`config.mk`:
```
export PLATFORM = sky130hd
export DESIGN_NAME = key_evt_arb
export DESIGN_NICKNAME = d
export VERILOG_FILES = /design/src/rtl/key_evt_pkg.sv /design/src/rtl/btn_deb.sv /design/src/rtl/key_rr_pick.sv /design/src/rtl/key_evt_arb.sv
export SDC_FILE = /design/constraint.sdc
export NUM_CORES = 1
export LEC_CHECK = 0
export CAP_MARGIN = 40
export CELL_PAD_IN_SITES_DETAIL_PLACEMENT = 1
export CELL_PAD_IN_SITES_GLOBAL_PLACEMENT = 1
export CORE_MARGIN = 5
export CORE_UTILIZATION = 50
export DETAILED_ROUTE_END_ITERATION = 10
export PLACE_DENSITY_LB_ADDON = 0.3
export REMOVE_ABC_BUFFERS = 1
export SETUP_SLACK_MARGIN = 0.1
export SLEW_MARGIN = 20
export SYNTH_ARGS = -nofsm -noshare
export SYNTH_HDL_FRONTEND = slang
export SYNTH_HIERARCHICAL = 1
export SYNTH_SLANG_ARGS = --single-unit
```
`constraint.sdc`:
```
create_clock -name clk -period 2.99 [get_ports clk]
set_input_delay 0.598 -clock clk [delete_from_list [all_inputs] [get_ports clk]]
set_output_delay 0.598 -clock clk [all_outputs]
set_load 0.01 [all_outputs]
```
`src/rtl/key_evt_pkg.sv`:
```
// Shared types and helpers for the push-button event arbiter.
package key_evt_pkg;

   localparam int N_KEY_DEF = 4;

   typedef enum logic {
      IDLE  = 1'b0,
      OFFER = 1'b1
   } arb_state_t;

   // Width of a key index; never narrower than one bit.
   function automatic int id_w(input int n);
      return (n <= 2) ? 1 : $clog2(n);
   endfunction

endpackage

```
`src/rtl/btn_deb.sv`:
```
// Single-button debouncer: two-flop synchroniser followed by a down-counter
// that must reach terminal count with the input stable before the output moves.
module btn_deb #(
   parameter int              DEB_W    = 16,
   parameter logic [DEB_W-1:0] DEB_LOAD = '1
) (
   input  logic clk,
   input  logic rst_n,
   input  logic raw,
   output logic deb
);

   logic [1:0]       sync;
   logic [DEB_W-1:0] cnt;

   always_ff @(posedge clk or negedge rst_n) begin
      if (!rst_n) begin
         sync <= 2'b11;
         cnt  <= DEB_LOAD;
         deb  <= 1'b1;
      end else begin
         sync <= {sync[0], raw};
         if (sync[1] == deb) begin
            cnt <= DEB_LOAD;
         end else if (cnt == '0) begin
            deb <= sync[1];
            cnt <= DEB_LOAD;
         end else begin
            cnt <= cnt - 1'b1;
         end
      end
   end

endmodule

```
`src/rtl/key_rr_pick.sv`:
```
// Combinational round-robin selector: first pending key after last_grant wins.
module key_rr_pick
   import key_evt_pkg::*;
#(
   parameter int N_KEY = N_KEY_DEF
) (
   input  logic [N_KEY-1:0]          pending,
   input  logic [id_w(N_KEY)-1:0]    last_grant,
   output logic [id_w(N_KEY)-1:0]    grant_id,
   output logic                      any_pending
);

   localparam int IW = id_w(N_KEY);

   logic [IW:0]   sum;
   logic [IW-1:0] idx;

   always_comb begin
      grant_id    = '0;
      any_pending = 1'b0;
      sum         = '0;
      idx         = '0;
      for (int k = 1; k <= N_KEY; k++) begin
         // Modulo by conditional subtract keeps this valid for non-power-of-2 N_KEY.
         sum = {1'b0, last_grant} + (IW+1)'(k);
         if (sum >= (IW+1)'(N_KEY)) sum = sum - (IW+1)'(N_KEY);
         idx = sum[IW-1:0];
         if (!any_pending && pending[idx]) begin
            any_pending = 1'b1;
            grant_id    = idx;
         end
      end
   end

endmodule

```
`src/rtl/key_evt_arb.sv`:
```
// Push-button event arbiter: debounce, press detect, per-key pending/overrun
// tracking and a round-robin valid/ready event offer with per-key sequence numbers.
//
//   state | meaning
//   IDLE  | no event offered; picks next pending key round-robin
//   OFFER | evt_valid high, evt_id/evt_seq held until evt_ready
module key_evt_arb
   import key_evt_pkg::*;
#(
   parameter int N_KEY = N_KEY_DEF,
   parameter bit SIM   = 1'b0,
   parameter int CNT_W = 8
) (
   input  logic                    clk,
   input  logic                    rst_n,
   input  logic [N_KEY-1:0]        btn,
   output logic                    evt_valid,
   input  logic                    evt_ready,
   output logic [id_w(N_KEY)-1:0]  evt_id,
   output logic [CNT_W-1:0]        evt_seq,
   output logic [N_KEY-1:0]        ovf,
   input  logic                    ovf_clr
);

   localparam int IW = id_w(N_KEY);

   logic [N_KEY-1:0] deb, deb_q, press, pending, done, overrun;
   logic [CNT_W-1:0] seq [N_KEY];
   logic [IW-1:0]    last_grant, grant_id;
   logic             any_pending, fire, latch;
   arb_state_t       state_q, state_d;

   generate
      if (SIM) begin : g_bypass
         assign deb = btn;
      end else begin : g_deb
         for (genvar i = 0; i < N_KEY; i++) begin : g_key
            btn_deb u_deb (
               .clk   (clk),
               .rst_n (rst_n),
               .raw   (btn[i]),
               .deb   (deb[i])
            );
         end
      end
   endgenerate

   // Released-state reset value means reset release cannot look like a press.
   always_ff @(posedge clk or negedge rst_n) begin
      if (!rst_n) deb_q <= '1;
      else        deb_q <= deb;
   end

   assign press = deb_q & ~deb;
   assign fire  = (state_q == OFFER) && evt_ready;

   always_comb begin
      done = '0;
      if (fire) done[evt_id] = 1'b1;
      overrun = press & pending & ~done;
   end

   always_ff @(posedge clk or negedge rst_n) begin
      if (!rst_n) begin
         pending <= '0;
         ovf     <= '0;
      end else begin
         pending <= (pending & ~done) | press;
         ovf     <= (ovf_clr ? '0 : ovf) | overrun;
      end
   end

   key_rr_pick #(.N_KEY(N_KEY)) u_pick (
      .pending     (pending),
      .last_grant  (last_grant),
      .grant_id    (grant_id),
      .any_pending (any_pending)
   );

   always_ff @(posedge clk or negedge rst_n) begin
      if (!rst_n) state_q <= IDLE;
      else        state_q <= state_d;
   end

   always_comb begin
      state_d   = state_q;
      latch     = 1'b0;
      evt_valid = 1'b0;
      case (state_q)
         IDLE: begin
            if (any_pending) begin
               latch   = 1'b1;
               state_d = OFFER;
            end
         end
         OFFER: begin
            evt_valid = 1'b1;
            if (evt_ready) state_d = IDLE;
         end
         default: state_d = IDLE;
      endcase
   end

   always_ff @(posedge clk or negedge rst_n) begin
      if (!rst_n) begin
         evt_id     <= '0;
         evt_seq    <= '0;
         last_grant <= IW'(N_KEY - 1);
         for (int i = 0; i < N_KEY; i++) seq[i] <= '0;
      end else begin
         if (latch) begin
            evt_id  <= grant_id;
            evt_seq <= seq[grant_id] + CNT_W'(1);
         end
         if (fire) begin
            seq[evt_id] <= seq[evt_id] + CNT_W'(1);
            last_grant  <= evt_id;
         end
      end
   end

endmodule

```
### Word level (Yosys, flattened, before mapping)

Index checks and enable logic that the tools add are counted.

* register bits: 133
* bits in latches: 0
* bits in writable memories: 0
* bits in read-only memories: 0
* output and inout bits: 15
* word-level logic and storage cells: 132
* memories: 0

* add/subtract/negate cells: 14
* $mul: 0
* div/mod/pow operators: 0
* magnitude comparators: 13
* equal/unequal tests: 4
* shift operators: 0
* multiplexer cells: 46
* bitwise gates (word level): 15
* reductions and logical operators: 17

Operators with widths (number)
* $mux 16: 8
* $logic_not 16->1: 4
* $sub 16x1->16 const B: 4
* $mux 8: 5
* $bmux 8 s2: 2
* $bwmux 32: 1
* $ge 3x3->1 const B: 6
* $add 8x1->8 const B: 2
* $and 4x4->4: 4
* $demux 8 s2: 1
* $mux 2: 8
* $lt 2x3->1 const B: 5
* $mux 1: 13
* $bmux 1 s2: 4
* $mux 4: 2
* $not 4->4: 2
* $or 4x4->4: 2
* $reduce_and 2->1: 4
* $sub 2x1->2 const B: 4
* $add 2x2->3 const B: 2
* $logic_and 1x1->1: 6
* $not 2->3: 2
* $not 1->1: 5
* $eq 1x1->1: 4
* 7 further kinds: 9

### Logic depth before layout (Yosys ltp)

* depth after elaboration: 20
* mapped depth: 9
* depth with buffers taken out: 8

### Modules after synthesis

The synthesis kept the hierarchy.

Modules (own cells, without submodules)
* btn_deb: times used 4, cells each 85, area an instance 969.7 µm², sequential area each 499.2 µm²
* key_evt_arb: times used 1, cells each 254, area an instance 2770.2 µm², sequential area each 1433.9 µm²
* key_rr_pick: times used 1, cells each 14, area an instance 91.3 µm², sequential area each 0.0 µm²

### Worst setup path after synthesis

No wires, ideal clock.

* kind: register to register
* start point: reg last_grant[1]
* end point: reg evt_seq[4]
* setup time: 135 ps
* data arrival time: 2172 ps
* path slack: 683 ps
* stages on the path, launching flop included: 10
* buffers on the path: 1
* period minus slack after synthesis: 2307 ps
* cell sequence: dfstp_2 nand2b_1 a21oi_2 o221ai_2 buf_6 mux4_1 ha_1 nand3_1 xor2_1 o21ai_0

* cells in the longest elaborated chain, start to end: 20
* elaborated cells on any way between the ends: 45
* those cells by class: add/sub: 9; order compare: 4; mux: 25; bitwise: 1; reduce/logical: 6

Ends and longest elaborated chain
* start: declaration: RTL line key_evt_arb.sv:29 `logic [IW-1:0] last_grant, grant_id;`
* start signal: assignment: RTL line key_evt_arb.sv:108 `last_grant <= IW'(N_KEY - 1);`
* start signal: assignment: RTL line key_evt_arb.sv:117 `last_grant <= evt_id;`
* $add 2x1->3: RTL line key_rr_pick.sv:25 `sum = {1'b0, last_grant} + (IW+1)'(k);`
* $ge 3x3->1 or $sub 2x1->2 (tied branches): RTL line key_rr_pick.sv:26 `if (sum >= (IW+1)'(N_KEY)) sum = sum - (IW+1)'(N_KEY);`
* $mux 2: RTL line key_rr_pick.sv:26
* $bmux 1 s2: RTL line key_rr_pick.sv:28 `if (!any_pending && pending[idx]) begin`
* $mux 1 (implied by the code): RTL line key_rr_pick.sv:28
* $mux 1: RTL line key_rr_pick.sv:28
* $logic_not 1->1: RTL line key_rr_pick.sv:28
* $logic_and 1x1->1: RTL line key_rr_pick.sv:28
* [... 4 more ...]
* $logic_not 1->1: RTL line key_rr_pick.sv:28
* $logic_and 1x1->1: RTL line key_rr_pick.sv:28
* $mux 2 (*): RTL line key_rr_pick.sv:28
* via grant_id[0]: RTL line key_evt_arb.sv:29
* $not 2->3 (implied by the code) (*): RTL line key_evt_arb.sv:113 `evt_seq <= seq[grant_id] + CNT_W'(1);`
* $bmux 8 s2 (*): RTL line key_evt_arb.sv:113
* $mux 8 (implied by the code) (*) (2 in series): RTL line key_evt_arb.sv:113
* $add 8x1->8 (*): RTL line key_evt_arb.sv:113
* end signal: assignment: RTL line key_evt_arb.sv:113
* end: declaration: RTL line key_evt_arb.sv:20 `output logic [CNT_W-1:0] evt_seq,`

Mark *: on every way through the listed nets, which the timed path passes. The rest lies on a longest branch. The select of a mux whose other input is x is not followed.
A chain may end at the register's enable or synchronous reset.

### Worst setup path in the final report

Ends and elaborated chain as after synthesis.

==> impl_results.md <==
* Status: finished clean
* Chip Width at roughly 130 microns
* Launching point of the worst reg2reg path: last_grant[1]$_DFFE_PN1P_
* Final setup slack of the worst path at 393 ps
* Vias per inst at 5.81
* Clock Root Buffer: sky130_fd_sc_hd__clkbuf_16
* Initial standard-cell utilization of the core at 50.9%
* Area Overhead vs Synth at 16.4%
* Post-layout instance count excluding filler cells at 829
* Kind of launch point of the worst setup path: register
* Count of H-tree levels built during CTS at 4
* Per-instance average area after synthesis at 11.1 sq um
* Type of the worst min-delay path: in2async
* Die Outline Area at 15900 sq um
* Number of global-route vias before repair at 5416
* Leakage power figure at 2.87 nW
* Vert. Die Dim at 126 microns
* Synth async-reset ratio at 100%
* Sequential Power Share at 36.2%
* Number of design-rule violations left by the first detailed-router iteration at about 160
* Arrival @ worst endpoint at 2880 ps
* Count of different cell masters after synthesis at 48
* Final Wtd Congestion at 0.861
* Post-layout net count at 658
* Routed WL per cell at ~19 microns
* Highest clock rate at around 390 MHz
* Fraction of the yosys area taken by sequential cells at between 50 and 60%
* Number of storage elements in the synthesis netlist at 133
* Number of warnings reported in the yosys synthesis log at 6
* EDFF count, synth at 0
* Worst hold slack after final layout at 243 ps
* Worst clock skew at 6.41 ps
* Flip-flop cell with the highest count after synthesis: sky130_fd_sc_hd__dfstp_2
* Hold-fix buffers at CTS at 0
* Placeable core region at 13200 sq um
* Kind of end point of the critical path: register
* Placed Cells at 797
* Area of all sequential standard cells at 3430 sq um
* Data required time at the worst endpoint at 3270 ps
* Worst flop-to-flop path endpoint: evt_seq[4]$_DFFE_PN0P_
* Antenna fix cells at 0
* Clock tree buffer depth at 2
* Layout cell share with drive strength beyond 1 at 31.9%
* Sw Ratio at 31.9%
* Portion of total power attributed to combinational logic at 26.9%
* Maximum number of pins on one net before global-route repair at 134
* Summed negative setup slack over all endpoints at 0 ps
* Detailed Route WL at 16000 microns
* Dpl hpwl at 10700 microns
* Max-slew violation count at 0
* Clock-pin slew of the registers on the worst-case setup and hold paths at 60 ps
* Worst slew margin at 47.8%
* Least-Margin Pin Slew at slightly below 800 ps
* Max cap viols at 0
* Clock power frac at 36.9%
* Initial antenna violation count at 0
* Number of cells produced by synthesis at ~610
* Setup repair after global routing missed its margin: no
* Power spent charging and discharging nets at 2.11 mW
* Setup Viol. Count Final at 0
* CTS tree: done
* Minimum clock period at 2600 ps
* Cells resized by post-CTS repair at 0
* Clk sink count at about 130
* Power Density at 844 nW/um^2
* Startpoint-to-endpoint class of the critical path: reg2reg
* Area of the multi-input gates at 3110 sq um
* Utilization after layout at 59.2%
* Largest fanout on the critical path at 9
* Via count at 4813
* Layout fillers at 1394
* Depth of the most critical reg-to-reg path at 9
* Clock network latency to the later pin of the worst-skew pair at 420 ps
* Hold Fails Final Rpt at 0
* Setup slack on the worst flop-to-flop path at around 390 ps
* GR Overflow Total at 0
* Number of design rule violations left after detail routing at 0
* Worst setup endpoint: evt_seq[4]$_DFFE_PN0P_
* Global router's overall resource usage at 21.5%
* Count of pins on the block boundary at 23
* Total number of placement rows at between 40 and 50
* Number of routed nets with antenna violations at 0
* Peak supply drop at roughly 0.54 mV
* Wire length of the first global-routing pass at approximately 27000 microns
* Total internal power at 4.51 mW
* Worst setup slack after placement at 414 ps
* # port buffers at 22
* Number of search-and-repair iterations in the first detailed-routing pass at 4
* CTS buffer count at 17
* Timing startpoint of the critical path: last_grant[1]$_DFFE_PN1P_
* Final Cycle Share at 86.9%
* Post-CTS setup-driven buffer insertion count at 0
* Cell Area, Synth at 6740 sq um
==> metal layers <==
layer	global-route usage [%]	wire length (microns)
met5	0	0
met2	37.0	8240
met1	25.9	6700
met3	5.04	682
met4	8.83	353
==> placed cells by master (no fill, tap or decap), types with 17 or more instances in the layout <==
cell type / instances
sky130_fd_sc_hd__dfstp_2: 82
sky130_fd_sc_hd__nand2_1: 73
sky130_fd_sc_hd__dfrtp_1: 51
sky130_fd_sc_hd__nand2_2: 40
sky130_fd_sc_hd__xnor2_1: 34
sky130_fd_sc_hd__nor2_1: 30
sky130_fd_sc_hd__o21ai_0: 29
sky130_fd_sc_hd__nand3_1: 22
sky130_fd_sc_hd__clkdlybuf4s50_1: 21
sky130_fd_sc_hd__nand2b_1: 20
sky130_fd_sc_hd__xor2_1: 20
sky130_fd_sc_hd__or4_1: 18
sky130_fd_sc_hd__inv_1: 17
sky130_fd_sc_hd__clkbuf_16: 17
==> final cells by class <==
type,count,area share [%]
tap,176,2.81
sequential,133,43.7
multi-input combinational,439,39.6
clock inverter,11,2.79
inverter,17,0.814
clock buffer,21,6.13
timing repair buffer,32,4.08
==> worst min path at each step <==
| stage | cells after the start | end |
|---|---|---|
| 6_report | 2 | seq[21]$_DFFE_PN0P_ |
| 5_1_grt | 2 | seq[5]$_DFFE_PN0P_ |
| 4_1_cts | 2 | seq[5]$_DFFE_PN0P_ |
| 3_5_place_dp | 0 | g_deb.g_key[3].u_deb/sync[1]$_DFF_PN1_ |
| 3_3_place_gp | 0 | g_deb.g_key[1].u_deb/sync[1]$_DFF_PN1_ |
| 2_1_floorplan | 0 | evt_id[0]$_DFFE_PN0P_ |
==> synthesized netlist by cell type, types with 2 or more instances <==
| cell type | count | area [sq um] |
|---|---|---|
| sky130_fd_sc_hd__or4_1 | 18 | 135 |
| sky130_fd_sc_hd__dfrtp_1 | 51 | 1280 |
| sky130_fd_sc_hd__dfstp_2 | 82 | 2150 |
| sky130_fd_sc_hd__nor2_2 | 4 | 25.0 |
| sky130_fd_sc_hd__o22ai_1 | 4 | 25.0 |
| sky130_fd_sc_hd__nor4_2 | 4 | 50.1 |
| sky130_fd_sc_hd__buf_6 | 6 | 67.6 |
| sky130_fd_sc_hd__a21oi_1 | 2 | 10.0 |
| sky130_fd_sc_hd__o21ai_0 | 29 | 145 |
| sky130_fd_sc_hd__nor4_1 | 16 | 100 |
| sky130_fd_sc_hd__or3_4 | 5 | 56.3 |
| sky130_fd_sc_hd__nand3b_1 | 4 | 30.0 |
| sky130_fd_sc_hd__inv_1 | 17 | 63.8 |
| sky130_fd_sc_hd__nor3b_1 | 4 | 30.0 |
| sky130_fd_sc_hd__nand2_2 | 40 | 250 |
| sky130_fd_sc_hd__nor3_2 | 4 | 40.0 |
| sky130_fd_sc_hd__nand2_1 | 73 | 274 |
| sky130_fd_sc_hd__nand4b_1 | 4 | 35.0 |
| sky130_fd_sc_hd__clkbuf_1 | 6 | 22.5 |
| sky130_fd_sc_hd__xnor2_1 | 34 | 298 |
| sky130_fd_sc_hd__nand4_1 | 5 | 31.3 |
| sky130_fd_sc_hd__buf_2 | 4 | 20.0 |
| sky130_fd_sc_hd__nand3_1 | 22 | 110 |
| sky130_fd_sc_hd__nor2_1 | 30 | 113 |
| sky130_fd_sc_hd__o21ai_1 | 6 | 30.0 |
| sky130_fd_sc_hd__nand3_2 | 3 | 30.0 |
| sky130_fd_sc_hd__a41oi_2 | 4 | 65.1 |
| sky130_fd_sc_hd__ha_1 | 10 | 125 |
| sky130_fd_sc_hd__xor2_1 | 20 | 175 |
| sky130_fd_sc_hd__nand2b_1 | 20 | 125 |
| sky130_fd_sc_hd__a31oi_1 | 11 | 68.8 |
| sky130_fd_sc_hd__mux4_1 | 4 | 105 |
| sky130_fd_sc_hd__mux4_2 | 12 | 270 |
| sky130_fd_sc_hd__mux2_1 | 4 | 45.0 |
| sky130_fd_sc_hd__o211ai_1 | 5 | 37.5 |
| sky130_fd_sc_hd__nor3_1 | 14 | 70.1 |
| sky130_fd_sc_hd__or3_1 | 13 | 81.3 |
| sky130_fd_sc_hd__or4_4 | 4 | 45.0 |
==> flip-flops by register name, indices dropped and copies added (netlist names) <==
| signal | cells |
|---|---|
| ovf | 4 |
| pending | 4 |
| g_deb.g_key.u_deb/deb | 4 |
| g_deb.g_key.u_deb/sync | 8 |
| last_grant | 2 |
| seq | 32 |
| g_deb.g_key.u_deb/cnt | 64 |
| state_q | 1 |
| evt_id | 2 |
| deb_q | 4 |
| evt_seq | 8 |
==> worst max-delay path, cell delays in order (launching register included) <==
cell	delay, ps
sky130_fd_sc_hd__dfstp_2	590
sky130_fd_sc_hd__nand2b_1	150
sky130_fd_sc_hd__a21oi_2	70
sky130_fd_sc_hd__o221ai_2	170
sky130_fd_sc_hd__buf_4	230
sky130_fd_sc_hd__mux4_1	640
sky130_fd_sc_hd__ha_1	260
sky130_fd_sc_hd__nand3_1	90
sky130_fd_sc_hd__xor2_1	150
sky130_fd_sc_hd__o21ai_0	100
==> cell families after synthesis <==
group,after synthesis,share of synthesized area (%)
muxes,21,6.39
buffers and inverters,36,2.99
xor gates and xnor gates,54,7.02
AOI/OAI and AO/OA,64,6.13
DFF,133,50.9
adders and majority gates,10,1.86
and+or+nand+nor,290,24.7
==> per-stage QoR <==
stage / instance area [sq um] / power [mW]
after floorplan: 6600 / 3.50
after global placement: 7100 / 4.03
after detailed placement: 7140 / 4.16
after CTS: 7840 / 6.67
after global routing: 7840 / 6.96
final: 7840 / 6.62
==> power groups by stage <==
stage,Sequential (mW),Combinational (mW),Clock (mW)
after CTS,2.39,1.79,2.49
after global routing,2.43,1.96,2.57
after floorplan,2.32,1.17,0
final,2.40,1.78,2.44
after detailed placement,2.41,1.75,0
after global placement,2.38,1.65,0
Note: power is estimated with default switching activity, not from simulation.
